**config.mk**
```make
export PLATFORM = sky130hd
export DESIGN_NAME = boot_power_seq
export DESIGN_NICKNAME = d
export VERILOG_FILES = /design/src/rtl/boot_power_seq.sv
export SDC_FILE = /design/constraint.sdc
export NUM_CORES = 1
export LEC_CHECK = 0
export ABC_AREA = 1
export ABC_CLOCK_PERIOD_IN_PS = 3200
export CAP_MARGIN = 30
export CORE_AREA = 5 5 68 70
export DETAILED_ROUTE_END_ITERATION = 10
export DIE_AREA = 0 0 73 75
export GPL_TIMING_DRIVEN = 1
export HOLD_SLACK_MARGIN = 0.1
export PLACE_DENSITY = 0.79
export SLEW_MARGIN = 20
export SYNTH_ARGS = -nofsm -noshare
export SYNTH_HDL_FRONTEND = slang
export SYNTH_SLANG_ARGS = --single-unit
```
**constraint.sdc**
```tcl
create_clock -name clk_48mhz -period 3.2 [get_ports clk_48mhz]
set_input_delay 0.32 -clock clk_48mhz [delete_from_list [all_inputs] [get_ports clk_48mhz]]
set_output_delay 0.32 -clock clk_48mhz [all_outputs]
set_load 0.1 [all_outputs]
```
**src/rtl/boot_power_seq.sv**
```systemverilog
// boot_power_seq: power-up, USB-attach and warmboot sequencer for iCE40 bootloader boards
module boot_power_seq #(
  parameter int         NUM_RAILS     = 2,
  parameter int         CLK_DELAY     = 48000,
  parameter int         RAIL_DELAY    = 4800,
  parameter int         BOOT_DELAY    = 480000,
  parameter logic [1:0] DEFAULT_IMAGE = 2'b01
) (
  input  logic                 clk_48mhz,
  input  logic                 reset,
  input  logic                 ext_clk_ok,
  input  logic                 boot_req,
  input  logic [1:0]           image_sel,
  input  logic                 image_valid,
  output logic                 clk48_en,
  output logic [NUM_RAILS-1:0] rail_en,
  output logic                 usb_pu,
  output logic                 ready,
  output logic                 fault,
  output logic                 warmboot_boot,
  output logic [1:0]           warmboot_s
);
  localparam int MAXD = CLK_DELAY > RAIL_DELAY ? (CLK_DELAY > BOOT_DELAY ? CLK_DELAY : BOOT_DELAY)
                                               : (RAIL_DELAY > BOOT_DELAY ? RAIL_DELAY : BOOT_DELAY);
  localparam int CW = $clog2(MAXD) + 1;
  localparam int IW = $clog2(NUM_RAILS + 1);
  typedef enum logic [2:0] {IDLE, CLKWAIT, RAMP, RUN, DETACH, RAMPDN, BOOT, FAULT} state_t;
  state_t               r_state;
  logic [CW-1:0]        r_cnt;
  logic [IW-1:0]        r_idx;
  logic                 r_ok1, r_ok2, r_req_d, r_pend;
  logic                 r_clk_en, r_pu, r_ready, r_fault, r_boot;
  logic [NUM_RAILS-1:0] r_rail;
  logic [1:0]           r_s;
  logic                 w_edge, w_exp, w_take;
  assign w_edge = boot_req & ~r_req_d;
  assign w_exp  = r_cnt == CW'(1);
  // Only the first edge seen before shutdown starts is honoured; FAULT never accepts one.
  assign w_take = w_edge & ~r_pend & (r_state inside {IDLE, CLKWAIT, RAMP, RUN});
  always_ff @(posedge clk_48mhz) begin
    if (reset) begin
      r_state  <= IDLE;
      r_cnt    <= '0;
      r_idx    <= '0;
      r_ok1    <= 1'b0;
      r_ok2    <= 1'b0;
      r_req_d  <= 1'b0;
      r_pend   <= 1'b0;
      r_clk_en <= 1'b0;
      r_rail   <= '0;
      r_pu     <= 1'b0;
      r_ready  <= 1'b0;
      r_fault  <= 1'b0;
      r_boot   <= 1'b0;
      r_s      <= DEFAULT_IMAGE;
    end else begin
      r_ok1   <= ext_clk_ok;
      r_ok2   <= r_ok1;
      r_req_d <= boot_req;
      if (r_cnt != '0) r_cnt <= r_cnt - 1'b1;
      if (w_take) begin
        r_pend <= 1'b1;
        r_s    <= image_valid ? image_sel : DEFAULT_IMAGE;
      end
      case (r_state)
        IDLE: begin
          r_state  <= CLKWAIT;
          r_clk_en <= 1'b1;
          r_cnt    <= CW'(CLK_DELAY);
        end
        CLKWAIT: if (w_exp) begin
          if (r_ok2) begin
            r_state <= RAMP;
            r_rail  <= NUM_RAILS'(1);
            r_idx   <= IW'(1);
            r_cnt   <= CW'(RAIL_DELAY);
          end else begin
            r_state <= FAULT;
            r_fault <= 1'b1;
          end
        end
        RAMP: if (w_exp) begin
          if (r_idx == IW'(NUM_RAILS)) begin
            if (r_pend || w_edge) begin
              r_state <= DETACH;
              r_cnt   <= CW'(BOOT_DELAY);
            end else begin
              r_state <= RUN;
              r_pu    <= 1'b1;
              r_ready <= 1'b1;
            end
          end else begin
            r_rail <= (r_rail << 1) | NUM_RAILS'(1);
            r_idx  <= r_idx + 1'b1;
            r_cnt  <= CW'(RAIL_DELAY);
          end
        end
        RUN: if (w_edge) begin
          r_state <= DETACH;
          r_pu    <= 1'b0;
          r_ready <= 1'b0;
          r_cnt   <= CW'(BOOT_DELAY);
        end
        DETACH: if (w_exp) begin
          r_state <= RAMPDN;
          r_rail  <= r_rail >> 1;
          r_idx   <= r_idx - 1'b1;
          r_cnt   <= CW'(RAIL_DELAY);
        end
        RAMPDN: if (w_exp) begin
          if (r_idx == '0) begin
            r_state <= BOOT;
            r_boot  <= 1'b1;
          end else begin
            r_rail <= r_rail >> 1;
            r_idx  <= r_idx - 1'b1;
            r_cnt  <= CW'(RAIL_DELAY);
          end
        end
        default: ;
      endcase
    end
  end
  assign clk48_en      = r_clk_en;
  assign rail_en       = r_rail;
  assign usb_pu        = r_pu;
  assign ready         = r_ready;
  assign fault         = r_fault;
  assign warmboot_boot = r_boot;
  assign warmboot_s    = r_s;
endmodule

```
## Yosys cells after proc, flatten, opt, wreduce, memory -nomap -nowiden

Index checks and enable logic that the tools add are counted.

- Register bits: 37
- Bits of input ports: 7
- Output and inout port bits: 9
- Logic and storage cells: 94

- Add/sub/neg operators: 3
- Eq/ne operators: 18
- Mux-type cells: 41
- Bitwise operators: 6
- Reduce and logical (&&, ||, !) cells: 13

Operators with widths:

| operator | number |
|---|---|
| $mux W20 | 10 |
| $pmux W20 S6 | 1 |
| $mux W3 | 9 |
| $mux W2 | 13 |
| $eq A20 B1 Y1 const B | 1 |
| $ne A2 B2 Y1 const B | 10 |
| $reduce_bool A20 Y1 | 1 |
| $sub A20 B1 Y20 const B | 1 |
| $pmux W3 S6 | 1 |
| $pmux W2 S4 | 2 |
| $reduce_and A8 Y1 | 2 |
| $reduce_bool A4 Y1 | 2 |
| $eq A3 B2 Y1 const B | 2 |
| $eq A3 B3 Y1 const B | 2 |
| $reduce_and A3 Y1 | 2 |
| $reduce_bool A6 Y1 | 1 |
| $reduce_and A5 Y1 | 1 |
| $mux W1 | 4 |
| $and A1 B1 Y1 | 3 |
| $eq A3 B1 Y1 const B | 1 |
| $logic_not A3 Y1 | 1 |
| $not A1 Y1 | 3 |
| $add A2 B1 Y2 const B | 1 |
| $eq A2 B2 Y1 const B | 1 |
| 6 further kinds | 6 |

## Logic depth before layout (Yosys ltp)

- Depth in word-level cells: 7
- Gate-level depth with buffers: 13
- Gate-level depth less buffers: 13

## Worst setup path after synthesis

No wires, ideal clock.

- Path kind: flip-flop to output port
- Start point: reg ready (netlist name)
- End point: out usb_pu
- Arrival: 1.374 ns
- Required time: 2.880 ns
- Path slack: 1.506 ns
- Stages on the path, launching flop included: 2
- Path buffers: 1
- Cell sequence: dfxtp_1 buf_4

RTL lines:

| element | line | RTL |
|---|---|---|
| end, declared | 17 | `output logic usb_pu,` |

## Worst setup path after layout

- Start point: reg r_ready, in the netlist ready
- End point: out ready

RTL lines:

| element | line | RTL |
|---|---|---|
| start, declared | 32 | `logic r_clk_en, r_pu, r_ready, r_fault, r_boot;` |
| start signal, assigned | 52 | `r_ready <= 1'b0;` |
| start signal, assigned | 90 | `r_ready <= 1'b1;` |
| start signal, assigned | 101 | `r_ready <= 1'b0;` |
| end, declared | 18 | `output logic ready,` |

No word-level cell between the ends.

==> out/qor.yml <==
worstMarginPinSlew_ns: 0.976
insertion_delay_ns: 0.29
pin_count: 16
numCtsBuffers: 5
worstPathRequired_ns: 2.88
post-place-cells: 387
timing.final.crit_share_pct: 66.2
cts_max_path_buffers: 2
cp_slowest_cell: "clkdlybuf4s50_1"
grt_pass1_vias: 2007
dp_hpwl_mm: 3.84
ys_types: 34
final_cells: 395
start_util_pct: 58.1
drive_gt1_share_pct: 16.2
wl_mm: 4.98
grt_max_degree: 16
avgSynthCellArea_sq_um: 6.95
crit_chain: "clkdlybuf4s50_1"
die_area_sq_um: 5480
holdBufCountCts: 0
place.port_buffers: 15
finalHoldViolCount: 0
core_area_sq_um: 3910
arrival_ns: 1.80
crit_buf_inv: 1
rsz0062_at_grt: "no"
vias: 2087
maxSlewViolCount: 0
status: "completed"
hold_class: "reg2reg"
fin_crit_ns: 2.12
stdcell_area_sq_um: 2560
crit_type: "reg2out"
h-tree-depth: 2
fill_cells: 368
fmax_ghz: 0.472
power_density_nw_per_um2: 983
final-setup-viol-count: 0
syn-cell-area_sq_um: 2270
critical_path.top_delay_family: "buffers and inverters"
die_width_microns: 73
yosysSeqAreaShare_pct: 32.6
final_util_pct: 65.4
groute.usage.overall_pct: 20.4
use_met1_pct: 23.5
cts_sinks: 37
synth-seq-cells: 37
grt_pass1_wl_mm: 8.68
end_kind: "output port"
path_max_fanout: 3
p_leak_nw: 1.13
fin_nets: 354
cts_tree: "done"
slowest_delay_ns: 1.15
slew_headroom_pct: 34.8
cts_setup_buffers: 0
tns_ns: 0
n_antenna_cell: 0
ys_warn_count: 0
viasPerCell: 5.28
area_growth_pct: 12.6
drt-initial-drc-count: 108
drc_errors: 0
synth_fp_nets: 337
peakVddDrop_mv: 0.404
wl_per_cell_microns: 12.6
grt.busiest_layer: "met2"
synthCells: 327
gp_congestion: 0.904
clockRootBuffer: "clkbuf_8"
firstDrtPassIters: 4
met3_usage_pct: 5.21
cts.clk_slew.worst_paths_ns: 0.08
fin_skew_ns: 0.00561
die_y_microns: 75
antenna_found_initial: 0
maxCapViolations: 0
globalRouteMet2Util_pct: 36.4
ctsResizeCount: 0
num_rows: 23
antenna_left: 0
placed_cell_area_sq_um: 2440
grt-ovfl-total: 0
cp-start-kind: "flop"
## layer usage
metal  wire (microns)  part of all wire, %
met2             2470                   50
met5                0                    0
met3              231                  4.6
met1             2210                   44
met4               73                  1.5
## cell usage in the layout, fill, tap and decap left out, types with 6 or more instances in the layout
cell             instances
nand3_1                 16
nor3_1                   6
inv_1                   39
nand2_2                  6
nand3_2                  6
xor2_1                  11
nand2_1                 54
nor2_1                  54
o21ai_0                 17
dfxtp_1                 37
a21oi_1                 22
nor3_2                   7
clkdlybuf4s50_1         15
nor2_2                  10
## state kept, by name (all words and copies together), names as in the netlist, 2 cells and up
signal,flops
r_cnt,20
warmboot_s,2
r_idx,2
rail_en,2
r_state,3
## stage by stage
| step | total power (W) | worst slack, ns | hold WS (ns) |
|---|---|---|---|
| final | 0.00252 | 1.08 | 0.409 |
| after floorplan | 0.00185 | 1.51 | 0.388 |
| after global placement | 0.00207 | 1.12 | 0.394 |
| after detailed placement | 0.00210 | 0.998 | 0.400 |
| after CTS | 0.00252 | 1.07 | 0.411 |
| after global routing | 0.00273 | 1.01 | 0.432 |
## final timing paths
kind / cells past startpoint / from / slack [ns] / end
max: 1 / ready / 1.08 / ready
min: 2 / r_ok1 / 0.41 / r_ok2
max reg2reg: 10 / r_cnt[9] / 1.18 / r_cnt[7]
min reg2reg: 2 / r_ok1 / 0.41 / r_ok2
## synth_stat cells
library cell / count / share of area [%]
o21ai_0: 17 / 3.7
nand3_2: 6 / 2.6
nand2_2: 6 / 1.7
xor2_1: 11 / 4.2
a211oi_2: 1 / 0.55
o21ai_2: 2 / 0.77
buf_4: 2 / 0.66
nor2_2: 10 / 2.8
nand2_1: 54 / 8.9
nor4_1: 1 / 0.28
inv_2: 4 / 0.66
nor3_2: 7 / 3.1
buf_6: 2 / 0.99
nor2_1: 54 / 8.9
nor3_1: 6 / 1.3
o21ai_1: 3 / 0.66
clkbuf_1: 1 / 0.17
nor2_8: 1 / 0.88
a21oi_1: 22 / 4.8
nand3_1: 16 / 3.5
o21a_1: 1 / 0.33
dfxtp_1: 37 / 33
and2_1: 1 / 0.28
nand2_4: 1 / 0.50
nand3b_1: 1 / 0.33
xnor2_1: 3 / 1.2
ha_1: 3 / 1.7
a21oi_2: 1 / 0.39
or2_2: 3 / 0.83
o221ai_1: 1 / 0.39
inv_4: 1 / 0.28
inv_1: 39 / 6.4
nor2_4: 5 / 2.5
nand4_1: 4 / 1.1
## cell families (layout without fill, tap and decap cells)
logic type / count (synthesis) / in the layout / share of synthesized area (%)
AOI/OAI and AO/OA: 48 / 48 / 11.7
xor gates and xnor gates: 14 / 14 / 5.40
adders and majority gates: 3 / 3 / 1.65
buffers and inverters: 49 / 67 / 9.20
DFF: 37 / 37 / 32.6
and+or+nand+nor: 176 / 176 / 39.5
## layout make-up
cell class,count,area [sq um],share of cell area [%]
clock buffers,5,68.8,2.69
clock inverters,3,46.3,1.81
inverters,44,168,6.55
multi-input cells,241,1320,51.7
flip-flops and latches,37,741,28.9
well taps,50,62.6,2.44
repair buffers,15,150,5.87
## power breakdown
group,switching (W),internal [W],total (W)
combinational,0.000945,0.000472,0.00142
sequential,0.000114,0.000574,0.000688
clock,0.000178,0.000233,0.000412
No activity file was read; power rests on OpenSTA's default activity.
